[src/rtl/scan_pkg.sv]
// Shared types and elaboration checks for the RAM scan reader.
// Defines the sequencer state encoding and the legal parameter range.
package scan_pkg;

   localparam int unsigned SCAN_ADDR_W = 5;
   localparam int unsigned SCAN_DATA_W = 3;

   typedef enum logic {
      SETTLE = 1'b0,
      SHOW   = 1'b1
   } scan_state_e;

   // A step must never land inside a settle window, so the step period has to
   // outlast the read latency plus the capture edge.
   function automatic bit scan_params_ok(input int unsigned tick_cycles,
                                         input int unsigned rd_latency);
      return (rd_latency >= 1) && (rd_latency <= 3) &&
             (tick_cycles >= rd_latency + 2);
   endfunction

endpackage

[src/rtl/ram_scan_reader_tick_gen.sv]
// Enable-gated prescaler: tick is high for the cycle in which the count sits
// on its last value with enable set; the count freezes while enable is low.
module tick_gen #(
   parameter int unsigned TICK_CYCLES = 50_000_000
) (
   input  logic clk,
   input  logic rst,
   input  logic enable,
   output logic tick
);

   localparam int unsigned CNT_W = (TICK_CYCLES > 1) ? $clog2(TICK_CYCLES) : 1;
   localparam logic [CNT_W-1:0] CNT_LAST = CNT_W'(TICK_CYCLES - 1);

   logic [CNT_W-1:0] cnt_q;
   logic [CNT_W-1:0] cnt_d;

   always_comb begin
      cnt_d = cnt_q;
      tick  = 1'b0;
      if (enable) begin
         if (cnt_q == CNT_LAST) begin
            cnt_d = '0;
            tick  = 1'b1;
         end else begin
            cnt_d = cnt_q + CNT_W'(1);
         end
      end
   end

   always_ff @(posedge clk or posedge rst) begin
      if (rst) begin
         cnt_q <= '0;
      end else begin
         cnt_q <= cnt_d;
      end
   end

endmodule

[src/rtl/ram_scan_reader.sv]
// Read-side sequencer: walks the RAM read address at the tick rate, waits out
// the RAM read latency, then presents an aligned {address, data} pair.
module ram_scan_reader
   import scan_pkg::*;
#(
   parameter int unsigned ADDR_W      = SCAN_ADDR_W,
   parameter int unsigned DATA_W      = SCAN_DATA_W,
   parameter int unsigned TICK_CYCLES = 50_000_000,
   parameter int unsigned RD_LATENCY  = 1
) (
   input  logic              clk,
   input  logic              reset,
   input  logic              enable,
   output logic [ADDR_W-1:0] rd_addr,
   input  logic [DATA_W-1:0] rd_data,
   output logic [ADDR_W-1:0] disp_addr,
   output logic [DATA_W-1:0] disp_data,
   output logic              disp_valid
);

   generate
      if (!scan_params_ok(TICK_CYCLES, RD_LATENCY)) begin : g_bad_params
         $error("ram_scan_reader: need 1 <= RD_LATENCY <= 3 and TICK_CYCLES >= RD_LATENCY+2");
      end
   endgenerate

   localparam logic [1:0] SETTLE_INIT = 2'(RD_LATENCY);

   logic              tick;
   scan_state_e       state_q,      state_d;
   logic [1:0]        settle_q,     settle_d;
   logic [ADDR_W-1:0] rd_addr_q,    rd_addr_d;
   logic [ADDR_W-1:0] disp_addr_q,  disp_addr_d;
   logic [DATA_W-1:0] disp_data_q,  disp_data_d;
   logic              disp_valid_q, disp_valid_d;

   tick_gen #(
      .TICK_CYCLES(TICK_CYCLES)
   ) u_tick_gen (
      .clk   (clk),
      .rst   (reset),
      .enable(enable),
      .tick  (tick)
   );

   always_comb begin
      state_d      = state_q;
      settle_d     = settle_q;
      rd_addr_d    = rd_addr_q;
      disp_addr_d  = disp_addr_q;
      disp_data_d  = disp_data_q;
      disp_valid_d = 1'b0;

      case (state_q)
         SETTLE: begin
            if (settle_q == 2'd0) begin
               disp_addr_d  = rd_addr_q;
               disp_data_d  = rd_data;
               disp_valid_d = 1'b1;
               state_d      = SHOW;
            end else begin
               settle_d = settle_q - 2'd1;
            end
         end
         SHOW: begin
            // Keep resampling so writes to the shown location reach the display.
            disp_data_d = rd_data;
         end
         default: begin
            state_d = SETTLE;
         end
      endcase

      // A tick only arrives in SHOW; the parameter check keeps it out of SETTLE.
      if (tick) begin
         rd_addr_d = rd_addr_q + ADDR_W'(1);
         state_d   = SETTLE;
         settle_d  = SETTLE_INIT;
      end
   end

   always_ff @(posedge clk or posedge reset) begin
      if (reset) begin
         state_q      <= SETTLE;
         settle_q     <= SETTLE_INIT;
         rd_addr_q    <= '0;
         disp_addr_q  <= '0;
         disp_data_q  <= '0;
         disp_valid_q <= 1'b0;
      end else begin
         state_q      <= state_d;
         settle_q     <= settle_d;
         rd_addr_q    <= rd_addr_d;
         disp_addr_q  <= disp_addr_d;
         disp_data_q  <= disp_data_d;
         disp_valid_q <= disp_valid_d;
      end
   end

   assign rd_addr    = rd_addr_q;
   assign disp_addr  = disp_addr_q;
   assign disp_data  = disp_data_q;
   assign disp_valid = disp_valid_q;

endmodule

[config.mk]
export PLATFORM = sky130hd
export DESIGN_NAME = ram_scan_reader
export DESIGN_NICKNAME = d
export VERILOG_FILES = /design/src/rtl/scan_pkg.sv /design/src/rtl/ram_scan_reader_tick_gen.sv /design/src/rtl/ram_scan_reader.sv
export SDC_FILE = /design/constraint.sdc
export NUM_CORES = 1
export LEC_CHECK = 0
export ABC_CLOCK_PERIOD_IN_PS = 1700
export BUFFER_PORTS_ARGS = -buffer_cell sky130_fd_sc_hd__buf_2
export CAP_MARGIN = 15
export CORE_UTILIZATION = 35
export CTS_BUF_LIST = sky130_fd_sc_hd__clkbuf_8 sky130_fd_sc_hd__clkbuf_16
export DETAILED_ROUTE_END_ITERATION = 10
export PLACE_DENSITY = 0.62
export SYNTH_ARGS = -nofsm -noshare
export SYNTH_HDL_FRONTEND = slang
export SYNTH_SLANG_ARGS = --single-unit
[constraint.sdc]
create_clock -name clk -period 1.7 [get_ports clk]
set_input_delay 0.34 -clock clk [delete_from_list [all_inputs] [get_ports clk]]
set_output_delay 0.34 -clock clk [all_outputs]
set_load 0.005 [all_outputs]
## Word level (Yosys, flattened, before mapping)

Cells that the tools add are included.

| cells by class | value |
|---|---|
| add/subtract/negate cells | 3 |
| equal/unequal tests | 4 |
| mux-type cells | 12 |
| bitwise operators | 1 |
| reductions and logical operators | 3 |

Operator list:

| kind | count |
|---|---|
| $add 26x1->26 const B | 1 |
| $eq 26x26->1 const B | 1 |
| $mux 26 | 1 |
| $mux 1 | 6 |
| $mux 2 | 3 |
| $ne 2x2->1 const B | 3 |
| $pmux 3 s2 | 1 |
| $add 5x1->5 const B | 1 |
| $reduce_and 2->1 | 2 |
| $mux 3 | 1 |
| $logic_not 2->1 | 1 |
| $sub 2x1->2 const B | 1 |
| $not 1->1 | 1 |

| word-level totals | value |
|---|---|
| register bits | 43 |
| bits of input ports | 6 |
| output and inout port bits | 14 |
| logic and storage cells | 30 |

## Depth between registers and ports, before layout

| logic depth | value |
|---|---|
| word-level depth | 5 |
| gate-level depth with buffers | 7 |
| mapped depth without buffers | 6 |

## Modules after synthesis

From an unflattened synthesis, not the netlist that was laid out.

| unflattened totals | value |
|---|---|
| cells, all modules | 184 |
| area total of the unflattened synthesis | 2,029.4 um^2 |

Modules (own cells, without submodules):

| module | instances | cells an instance | area each (um^2) |
|---|---|---|---|
| tick_gen | 1 | 135 | 1,341.3 |
| ram_scan_reader | 1 | 49 | 688.2 |

## Worst setup path after synthesis

OpenSTA, ideal clock, no wires.

| path | value |
|---|---|
| path kind | register -> register |
| from | register u_tick_gen.cnt_q[16] |
| to | register rd_addr_q[3], in the netlist rd_addr[3] |
| library setup time | 0.124 ns |
| data arrival time | 1.568 ns |
| path slack | 0.008 ns |
| stages on the path, launching flop included | 7 |
| cell sequence | dfrtp_1 nor4b_2 nand4b_2 nor4_4 buf_6 nand4_1 xnor2_1 |

| between the ends | value |
|---|---|
| longest elaborated chain between the ends | 3 |

Ends and longest elaborated chain:

| what | RTL line | RTL |
|---|---|---|
| start, declared | ram_scan_reader_tick_gen.sv:15 | `logic [CNT_W-1:0] cnt_q;` |
| start signal, assigned | ram_scan_reader_tick_gen.sv:35 | `cnt_q <= cnt_d;` |
| $eq 26x26->1 | ram_scan_reader_tick_gen.sv:22 | `if (cnt_q == CNT_LAST) begin` |
| $mux 1 | ram_scan_reader_tick_gen.sv:22 |  |
| $mux 1 | ram_scan_reader_tick_gen.sv:21 | `if (enable) begin` |
| end signal, assigned | ram_scan_reader.sv:93 | `rd_addr_q <= rd_addr_d;` |
| end, declared | ram_scan_reader.sv:32 | `logic [ADDR_W-1:0] rd_addr_q, rd_addr_d;` |

Every way passes these cells.
A chain may end at the register's enable or synchronous reset.

## Worst setup path after layout

| path | value |
|---|---|
| from | register u_tick_gen.cnt_q[7] |
| to | register rd_addr_q[3], in the netlist rd_addr[3] |

The elaborated chain is that of the path after synthesis.

==> impl_metrics.toml <==
[timing]
setup_ws_ns = -0.0450
finalClockSkew_ns = 0.00713
final.setup.tns_ns = -0.100
tightestPinTransition_ns = 0.334
setup_viol = 6
slew_violations = 0
final_hold_viol_count = 0
period_share_pct = 103
min_period_ns = 1.74
relSlewSlack_pct = 77.7
rsz0062_at_grt = "yes"
fmaxAchievable_mhz = 573

[detailed_routing]
vias = 1409
postRouteAntennaNets = 0
drtPass1Iterations = 3
remaining_drc_errors = 0
drt_iter0_markers = 71
wl_per_cell_um = 11.8
wirelength_um = 3590
vias_per_cell = 4.62

[synth]
ys_ff_latch = 43
synth.avg_cell_area_um2 = 11.2
mappedNetlistArea_um2 = 1980
synthFlopType = "dfrtp_1"
synth_common_cells = "42 x dfrtp_1, 24 x nor2_1, 15 x xnor2_1"
yosys_warnings = 0
yosysMostFrequentCell = "dfrtp_1"
synth_area_leaders = "dfrtp_1 53%, xnor2_1 6.6%, mux2_2 5.1%"
yosysSeqAreaShare_pct = 54.5
synth.net_count = 185
synth_top_area_share_pct = 53.1
synthArstFlopShare_pct = 100
synth_edf_count = 0
syn_inst = 176
ys_types = 31
yosys.area.top_type = "dfrtp_1"

[worst_setup_path]
cp_data_required_time_ns = 1.88
crit_slowest_cell = "dfrtp_1"
critPathLaunchType = "flop"
crit_chain = "nor4b_4 -> nand4b_4 -> nor4_4 -> buf_4 -> nand4_1 -> xnor2_1"
r2r_cells = 6
critPathKind = "reg2reg"
path_buf_inv = 1
end_kind = "flop"
cp_top_family = "simple AND/OR/NAND/NOR gates"
cp.depth = 6
arrival_ns = 1.93
cp_max_fo = 4
cpPeakStageDelay_ns = 0.41

[die]
start_util_pct = 36.1
dieArea_um2 = 5960
core_um2 = 5470
num_io_pins = 20
rows = 27
die_w_um = 77.2
die_height_um = 77.2

[grt]
grt_max_degree = 44
gr-max-usage-layer = "met2"
gr-usage-met3_pct = 4.05
antenna_found_initial = 0
grtUsageMet2_pct = 21.0
grt_pass1_vias = 1376
grt_use_total_pct = 13.4
met1_usage_pct = 16.6
grt_pass1_wl_um = 6090
grt_overflow = 0

[run_status]
violations = "negative setup slack"
status = "complete, but fails checks"

[place]
dp_cells = 292
port_buffers = 19
gp_congestion = 0.814
dp_hpwl_um = 2570

[pwr]
leakagePower_nw = 1.26
vdd_ir_drop_max_v = 0.000789
finalPower_mw = 2.12
p_per_area_nw_per_um2 = 823

[clock_network]
h-tree-depth = 2
cts_tree = "built"
clkSinkCount = 43
root_buffer = "clkbuf_8"
holdBufCountCts = 0
numCtsBuffers = 5
clock_insertion_delay_worst_skew_ns = 0.30
clockBufferDepth = 2
path_clk_slew_ns = 0.08

[cells_and_area]
synthToLayoutAreaGrowth_pct = 30.4
fillCellCount = 528
drive_above_1_share_pct = 36.5
antennaDiodeCount = 0
instances_no_fill = 305
nets = 241

[run]
maxCapViolations = 0

[worst_hold_path]
hold_path.class = "in2async"
path summary, 6_finish.rpt:
path                                      from           end  slack [ns]
max                        u_tick_gen.cnt_q[7]    rd_addr[3]       -0.04
min                                      reset  disp_data[1]        0.08
max reg2reg                u_tick_gen.cnt_q[7]    rd_addr[3]       -0.04
min reg2reg                       disp_addr[3]  disp_addr[3]        0.50
max in group asynchronous                reset   settle_q[0]        1.35
min in group clk                    rd_data[2]  disp_data[2]        0.27
metrics by stage:
stage / worst slack, ns / utilization [%] / area (um^2) / hold slack [ns]
3_5_place_dp: -0.0924 / 43.2 / 2370 / 0.420
2_1_floorplan: 0.00817 / - / 1980 / 0.459
3_3_place_gp: -0.0588 / 43.2 / 2370 / 0.415
4_1_cts: -0.0683 / 45.4 / 2480 / 0.0904
5_1_grt: -0.159 / 47.1 / 2580 / 0.0844
6_report: -0.0450 / 47.1 / 2580 / 0.0808
power breakdown:
group | switching, mW | internal [mW] | leakage [nW]
clock | 0.346 | 0.286 | 0.0402
sequential | 0.0685 | 1.11 | 0.568
combinational | 0.132 | 0.184 | 0.654
registers in the layout (all words and copies together), names as in the netlist:
register / flops
settle_q: 2
state_q: 1
u_tick_gen.cnt_q: 26
disp_valid: 1
disp_data: 3
disp_addr: 5
rd_addr: 5
cell type report:
cell class | count | area [um^2] | share of cell area (%)
Sequential cell | 43 | 1080 | 41.8
Clock buffer | 5 | 68.8 | 2.67
Multi-Input combinational cell | 125 | 937 | 36.3
Inverter | 4 | 15.0 | 0.582
Timing Repair Buffer | 53 | 370 | 14.4
Clock inverter | 3 | 20.0 | 0.776
Tap cell | 72 | 90.1 | 3.49
cell families after synthesis:
kind of cell               count (synthesis)  synth area share [%]
muxes                                     12                  6.64
buffers and inverters                      8                  2.15
and+or+nand+nor                           77                  21.4
adders and majority gates                  3                  1.90
AOI/OAI and AO/OA                          7                  1.90
DFF                                       43                  54.5
xor gates and xnor gates                  26                  11.5
metal layers:
layer	vias to the layer above	share of wire [%]
met2	24	44
met5	-	0
met3	8	3.5
met4	0	2.3
met1	660	50
li1	717	-
worst min-delay path, cell delays in order:
cell and delay (ns):
buf_2 0.09, inv_1 0.08, buf_12 0.23
layout by cell type (no fill, tap or decap), types with 3 or more instances in the layout:
cell type / count
clkbuf_8: 5
o21ai_0: 3
and3_1: 3
xor2_1: 10
dfrtp_1: 42
nand2_1: 12
mux2_2: 8
inv_1: 4
buf_2: 19
buf_4: 31
nand4_1: 12
nand3_1: 7
mux2i_1: 3
nor3_1: 3
nor2_1: 22
xnor2_1: 15
what timing repair did:
| item | in CTS | in global routing |
|---|---|---|
| setup endpoints to repair | 24 | 34 |
| resized for setup | 5 | 14 |
| pin swaps | 5 | 5 |
| buffers inserted | 2 | 3 |
(Power assumes the default switching activity.)
